`src/rtl/alarm_set_time_rx.sv`:
```
// Alarm receive path: latches user set/unset commands, compares the stored alarm
// time against the running POSIX time on each second tick, and drives the ring
// output with auto-timeout and a bounded number of snoozes.
module alarm_set_time_rx #(
    parameter int unsigned RING_SEC   = 60,
    parameter int unsigned SNOOZE_SEC = 300,
    parameter int unsigned SNOOZE_MAX = 3
) (
    input  logic        clk_i,
    input  logic        rst_i,
    input  logic [31:0] usr_posix_time_i,
    input  logic        usr_posix_time_en_i,
    input  logic        usr_unset_alarm_i,
    input  logic [31:0] cur_posix_time_i,
    input  logic        sec_tick_i,
    input  logic        stop_i,
    input  logic        snooze_i,
    output logic [31:0] alarm_time_o,
    output logic        alarm_armed_o,
    output logic        alarm_ring_o,
    output logic        alarm_fire_o
);

    localparam int unsigned RW = $clog2(RING_SEC + 1);
    localparam int unsigned SW = $clog2(SNOOZE_SEC + 1);
    localparam int unsigned NW = $clog2(SNOOZE_MAX + 1);

    localparam logic [RW-1:0] RingLast = RW'(RING_SEC - 1);
    localparam logic [SW-1:0] SnzLast  = SW'(SNOOZE_SEC - 1);
    localparam logic [NW-1:0] SnzMax   = NW'(SNOOZE_MAX);

    typedef enum logic [1:0] {StIdle, StArmed, StRinging, StSnooze} state_e;

    state_e        state_q, state_d;
    logic [31:0]   time_q, time_d;
    logic [RW-1:0] ring_cnt_q, ring_cnt_d;
    logic [SW-1:0] snooze_cnt_q, snooze_cnt_d;
    logic [NW-1:0] snooze_num_q, snooze_num_d;
    logic          armed_q, armed_d;
    logic          ring_q, ring_d;
    logic          fire_q, fire_d;

    // Next-state: unset > set > stop > snooze > tick-driven transitions.
    always_comb begin
        state_d      = state_q;
        time_d       = time_q;
        ring_cnt_d   = ring_cnt_q;
        snooze_cnt_d = snooze_cnt_q;
        snooze_num_d = snooze_num_q;
        fire_d       = 1'b0;

        if (usr_unset_alarm_i) begin
            state_d      = StIdle;
            ring_cnt_d   = '0;
            snooze_cnt_d = '0;
            snooze_num_d = '0;
        end else if (usr_posix_time_en_i) begin
            // A tick in the same cycle is deliberately dropped.
            time_d       = usr_posix_time_i;
            state_d      = StArmed;
            ring_cnt_d   = '0;
            snooze_cnt_d = '0;
            snooze_num_d = '0;
        end else begin
            unique case (state_q)
                StArmed: begin
                    if (sec_tick_i && (cur_posix_time_i >= time_q)) begin
                        state_d    = StRinging;
                        ring_cnt_d = '0;
                        fire_d     = 1'b1;
                    end
                end
                StRinging: begin
                    if (stop_i) begin
                        state_d    = StIdle;
                        ring_cnt_d = '0;
                    end else if (snooze_i && (snooze_num_q < SnzMax)) begin
                        state_d      = StSnooze;
                        snooze_num_d = snooze_num_q + NW'(1);
                        snooze_cnt_d = '0;
                    end else if (sec_tick_i) begin
                        // Exhausted snooze requests fall through so ringing still times out.
                        if (ring_cnt_q == RingLast) begin
                            state_d    = StIdle;
                            ring_cnt_d = '0;
                        end else begin
                            ring_cnt_d = ring_cnt_q + RW'(1);
                        end
                    end
                end
                StSnooze: begin
                    if (stop_i) begin
                        state_d      = StIdle;
                        snooze_cnt_d = '0;
                    end else if (sec_tick_i) begin
                        if (snooze_cnt_q == SnzLast) begin
                            state_d      = StRinging;
                            ring_cnt_d   = '0;
                            snooze_cnt_d = '0;
                            fire_d       = 1'b1;
                        end else begin
                            snooze_cnt_d = snooze_cnt_q + SW'(1);
                        end
                    end
                end
                default: ;
            endcase
        end

        armed_d = (state_d == StArmed) || (state_d == StSnooze);
        ring_d  = (state_d == StRinging);
    end

    // State and registered outputs.
    always_ff @(posedge clk_i or negedge rst_i) begin
        if (!rst_i) begin
            state_q      <= StIdle;
            time_q       <= '0;
            ring_cnt_q   <= '0;
            snooze_cnt_q <= '0;
            snooze_num_q <= '0;
            armed_q      <= 1'b0;
            ring_q       <= 1'b0;
            fire_q       <= 1'b0;
        end else begin
            state_q      <= state_d;
            time_q       <= time_d;
            ring_cnt_q   <= ring_cnt_d;
            snooze_cnt_q <= snooze_cnt_d;
            snooze_num_q <= snooze_num_d;
            armed_q      <= armed_d;
            ring_q       <= ring_d;
            fire_q       <= fire_d;
        end
    end

    assign alarm_time_o  = time_q;
    assign alarm_armed_o = armed_q;
    assign alarm_ring_o  = ring_q;
    assign alarm_fire_o  = fire_q;

endmodule

```
`config.mk`:
```
export PLATFORM = sky130hd
export DESIGN_NAME = alarm_set_time_rx
export DESIGN_NICKNAME = d
export VERILOG_FILES = /design/src/rtl/alarm_set_time_rx.sv
export SDC_FILE = /design/constraint.sdc
export NUM_CORES = 1
export LEC_CHECK = 0
export ABC_AREA = 0
export BUFFER_PORTS_ARGS = -buffer_cell sky130_fd_sc_hd__clkbuf_2
export CORE_MARGIN = 10
export CORE_UTILIZATION = 51
export CTS_CLUSTER_DIAMETER = 100
export DETAILED_ROUTE_END_ITERATION = 12
export PLACE_DENSITY = 0.81
export SLEW_MARGIN = 20
export SYNTH_ARGS = -nofsm -noshare
export SYNTH_HDL_FRONTEND = slang
export SYNTH_SLANG_ARGS = --single-unit
```
`constraint.sdc`:
```
create_clock -name clk_i -period 2.5 [get_ports clk_i]
set_input_delay 0.25 -clock clk_i [delete_from_list [all_inputs] [get_ports clk_i]]
set_output_delay 0.25 -clock clk_i [all_outputs]
set_load 0.01 [all_outputs]
```
# After elaboration in Yosys (flattened, before gate mapping)
# Index checks and enable logic that the tools add are counted.
# totals
latch_bits,0
regBits,54
mem_count,0
mem_bits_rw,0
mem_bits_ro,0
elab_cells,85
input_bits,71
# classes
add_sub_neg,3
div,0
mul,0
muxes,42
n_reduce_logical,11
bitwise_logic,1
magnitude_cmp,2
n_eq_ne,18
shifts,0
# op_table
operator,count
9-bit 2-to-1 mux,7
6-bit 2-to-1 mux,10
32-bit greater-or-equal comparator,1
2-bit 2-to-1 mux,15
"4-bit inequality test, second input constant",6
6-bit case mux with 3 select lines,1
9-bit case mux with 2 select lines,1
"5-bit inequality test, second input constant",3
"9-bit by 1-bit adder with 9-bit output, second input constant",1
"9-bit == test, second input constant",1
"2-bit == test, second input constant",4
7-bit AND reduction,1
"6-bit by 1-bit adder with 6-bit output, second input constant",1
"6-bit == test, second input constant",1
1-bit 2-to-1 mux,6
2-bit case mux with 3 select lines,1
3-bit nonzero test,2
5-bit nonzero test,1
"2-bit by 1-bit == test with 1-bit output, second input constant",2
4-bit AND reduction,1
4-bit nonzero test,1
"3-bit inequality test, second input constant",1
3-bit AND reduction,1
"2-bit by 1-bit adder with 2-bit output, second input constant",1
other kinds (6),7

# Logic depth before layout (Yosys ltp)
# logic_depth
word_depth,10
mapped_depth,8
ltp_nobuf,8

# Least setup slack after synthesis
# No wires, ideal clock.
# synth_path
path_type,register to register
startpoint,reg time_q[7] (netlist: alarm_time_o[7])
endpoint,reg ring_cnt_q[0]
synth_period_minus_slack_ps,2061
path_stages_with_launch,8
arrival_ps,1925
path_buffers,0
slack_ps,439
path_cell_list,dfrtp_1 > inv_1 > ha_1 > nand4_1 > o311a_1 > o41a_1 > o211ai_2 > o221ai_2
# synth_between
elab_chain_len,4
# synth_rtl
element,line,source
"start, declared",35,"logic [31:0] time_q, time_d;"
"start signal, assigned",127,time_q <= time_d;
32-bit greater-or-equal comparator,67,if (sec_tick_i && (cur_posix_time_i >= time_q)) begin
1-bit logical AND,67,
4-bit inequality test (no source line),n/a,
7-bit AND reduction (no source line),n/a,
"end signal, assigned",128,ring_cnt_q <= ring_cnt_d;
"end, declared",36,"logic [RW-1:0] ring_cnt_q, ring_cnt_d;"
# Every way passes these cells.
# A chain may end at the register's enable or synchronous reset.

# Final worst setup path
# Same ends and word-level chain as after synthesis.

==> summary.md <==
| Metric | Value |
|---|---|
| Max capacitance violation total | 0 |
| Post-synth top flop | dfrtp_1 |
| I/O pins | ~110 |
| Area Overhead vs Synth | 23.5% |
| Setup WS pre-CTS | between 0.3 and 0.4 ns |
| Worst r2r src | alarm_time_o[7] |
| Pins Over Slew Limit | 0 |
| Syn Std Cell Area | approximately 3200 um2 |
| Post-Synth Adder-Cell Area | 0.138 |
| Pwr dens | roughly 500 nW/um2 |
| Post-route DRC violation count | 0 |
| R2r setup slk | ~0.32 ns |
| Clock Sink Count | 53 |
| Peak Freq | 458 MHz |
| Post-DRT Antenna Nets | 0 |
| Share of cells above drive strength 1 | 0.283 |
| TritonCTS buffer count | 5 |
| Peak VDD IR | between 0.2 and 0.3 mV |
| Arrival time at the worst endpoint | between 2 and 2.5 ns |
| H-Tree Depth | 2 |
| Placer Congestion | ~0.9 |
| Endpoints failing setup | 0 |
| Final #Nets | between 500 and 600 |
| First-pass GRT wire length | approximately 13,000 um |
| Endpoint class of the critical path | register |
| Largest family of logic cells by synthesized area | simple AND/OR/NAND/NOR gates |
| Syn nets | 462 |
| Most common cell in the synthesized netlist | dfrtp_1 |
| Met2 wire length | 3850 um |
| Clock slew at the register clock pins of the worst setup and hold paths | around 0.1 ns |
| Metal-1 WL | roughly 3600 um |
| Mux cell area share after synthesis | 0.00672 |
| N_diodes | 0 |
| Simple-gate share of the synthesized area | 0.188 |
| Worst-Skew Late Latency | 0.31 ns |
| Final worst slack | between 0.3 and 0.4 ns |
| Tightest Pin Transition | between 0.5 and 0.6 ns |
| Distinct cells, synth | 47 |
| Flops & latches, synth | 53 |
| GRT Overall Usage | 0.164 |
| Post-Syn Instances | 356 |
| Post-DP HPWL | around 7000 um |
| Hold Vio Cnt, Final | 0 |
| TritonRoute pass-1 iters | 4 |
| Highest metal used | met4 |
| Clock period minus worst slack | around 2.2 ns |
| CTS Root Cell | clkbuf_8 |
| Proportion of netlist area held by the largest area contributor | 0.419 |
| Sequential element share of the synthesized area | 0.419 |
| Worst hold path type | in -> reg |
| WL final | 8250 um |
| Hold path depth | 3 |
| Status | finished, final reports clean |
| Met3 wire length | between 600 and 700 um |
| Die height | slightly below 100 um |
| Final period util | 0.873 |
| # port buffers | ~110 |
| CTS tree | built |
| Critical path type | reg -> reg |
| Initial antenna violation count | 0 |
| Core Area | around 6000 um2 |
| Row Count | 28 |
| Fin area | roughly 4000 um2 |
| Gr ovfl total | 0 |
| Hold Path End | alarm_time_o[23] |
| DR vias/cell | ~5.4 |
| Die width | approximately 99 um |
| Placed cell areas | about 3800 um2 |
| Post-CTS Repair Setup Buffers | 0 |
| Vias in the first global route | 2,773 |
| Worst slew margin | 0.635 |
| Reg2reg end | ring_cnt_q[0] |
| Maximum fanout along the worst path | 5 |
| YS warnings | 0 |
| Length in cells of the worst reg-to-reg path | 7 |
| HP Start | usr_posix_time_i[23] |
| Non-filler cells, final | 542 |
| Largest net degree at the start of global routing | 31 |
| Initial Utilization | 0.529 |
| Placed cells | 533 |
| Routed wire per std cell | between 15 and 20 um |
| Area contributors post-synth | dfrtp_1 42%, ha_1 14%, o21ai_0 7.9%, nand2_1 5.8%, inv_1 4.5% |
| Routed vias | ~2,900 |
| Req. time, crit path | ~2.7 ns |
| Compound-Gate Fraction of Synth Area | 0.187 |
| Die Area | between 9000 and 10,000 um2 |
| Pleak | ~2.0 nW |
| Async SR Flop Fraction | 1.00 |
| Biggest area consumer among synthesized cells | dfrtp_1 |
| Detailed Route Iter0 Violations | approximately 140 |
| Syn avg cell area | 8.90 um2 |
| Number of gates resized after cts | 0 |
| Setup tns final | 0 ns |
| Post-synth top cells | 53 x dfrtp_1, 50 x o21ai_0, 49 x nand2_1, 38 x inv_1, 35 x ha_1 |
| CTS Buffer Depth | 2 |
| RSZ-0062 raised after global routing | no |
| EDFF count, synth | 0 |
| Synth Area in XOR/XNOR | 0.00277 |
| Final Skew | 0.0101 ns |
| CP Launch Type | register |
## stage by stage
step                      hold slack [ns]  total power [W]   util
final                               0.130          0.00201  0.653
after global routing                0.127          0.00215  0.653
after CTS                           0.126          0.00203  0.653
after detailed placement            0.264          0.00152  0.635
after global placement              0.263          0.00150  0.635
after floorplan                   -0.0456          0.00128      -
## worst max path at each step
stage | start | to | slack, ns | depth (start not counted)
global placement | alarm_time_o[7] | ring_cnt_q[0] | 0.39 | 7
finish | alarm_time_o[7] | ring_cnt_q[0] | 0.32 | 7
floorplan | alarm_time_o[7] | ring_cnt_q[0] | 0.44 | 7
detailed placement | alarm_time_o[7] | ring_cnt_q[0] | 0.32 | 7
global route | alarm_time_o[17] | ring_cnt_q[4] | 0.17 | 8
CTS | alarm_time_o[7] | ring_cnt_q[0] | 0.32 | 7
## repair_timing
item                       4_1_cts  5_1_grt
hold buffers                     1        0
hold endpoints to repair        53        0
setup endpoints to repair        0        0
## flip-flops by register name (all words and copies together), names as in the netlist
signal         count
snooze_cnt_q       9
snooze_num_q       2
alarm_armed_o      1
alarm_time_o      32
state_q            1
alarm_ring_o       1
ring_cnt_q         6
alarm_fire_o       1
## cell families (layout without fill, tap and decap cells)
kind of cell | Yosys count | in the layout
AND/OR/NAND/NOR | 116 | 116
AO/OA/AOI/OAI | 101 | 101
flip-flops | 53 | 53
buffers and inverters | 48 | 159
adder cells (fa/ha/maj) | 35 | 35
multiplexers | 2 | 2
XOR/XNOR | 1 | 1
## layer usage
metal,vias to the layer above,track usage
met2,90,0.271
li1,1470,-
met4,0,0.0463
met5,-,0
met3,13,0.0510
met1,1346,0.202
## cell type report
type / count / area [um2]
Fill cell: 513 / 2080
Timing Repair Buffer: 113 / 588
Clock buffer: 6 / 82.6
Clock inverter: 2 / 13.8
Tap cell: 75 / 93.8
Sequential cell: 53 / 1330
Multi-Input combinational cell: 255 / 1660
Inverter: 38 / 143
## worst max-delay path, stage by stage (launching register included)
cell	delay (ns)
dfrtp_1	0.35
inv_1	0.05
ha_1	0.32
nand4_1	0.10
o311a_1	0.37
o41a_1	0.41
o211ai_2	0.31
o221ai_2	0.14
## where the power goes
| group | switching, W | internal, W | total [W] |
|---|---|---|---|
| Clock | 0.000286 | 0.000225 | 0.000511 |
| Sequential | 0.0000416 | 0.000926 | 0.000967 |
| Combinational | 0.000301 | 0.000227 | 0.000528 |
| Total | 0.000628 | 0.00138 | 0.00201 |
## cells in the final DEF, fill, tap and decap left out, types with 2 or more instances in the layout
cell type / count
o21ai_0: 50
nand2b_1: 7
nand4_1: 7
nand2_1: 49
a21oi_1: 26
ha_1: 35
inv_1: 38
nor2_1: 14
o21ai_1: 4
nor3b_1: 2
or2_2: 2
nor2b_1: 3
clkbuf_8: 6
nand3_1: 9
dfrtp_1: 53
buf_4: 7
and3_1: 6
nor3_1: 3
o21a_1: 2
nor4b_1: 3
a21o_1: 3
nor4_1: 3
clkbuf_2: 105
o31ai_1: 2
Note: power is estimated with default switching activity, not from simulation.
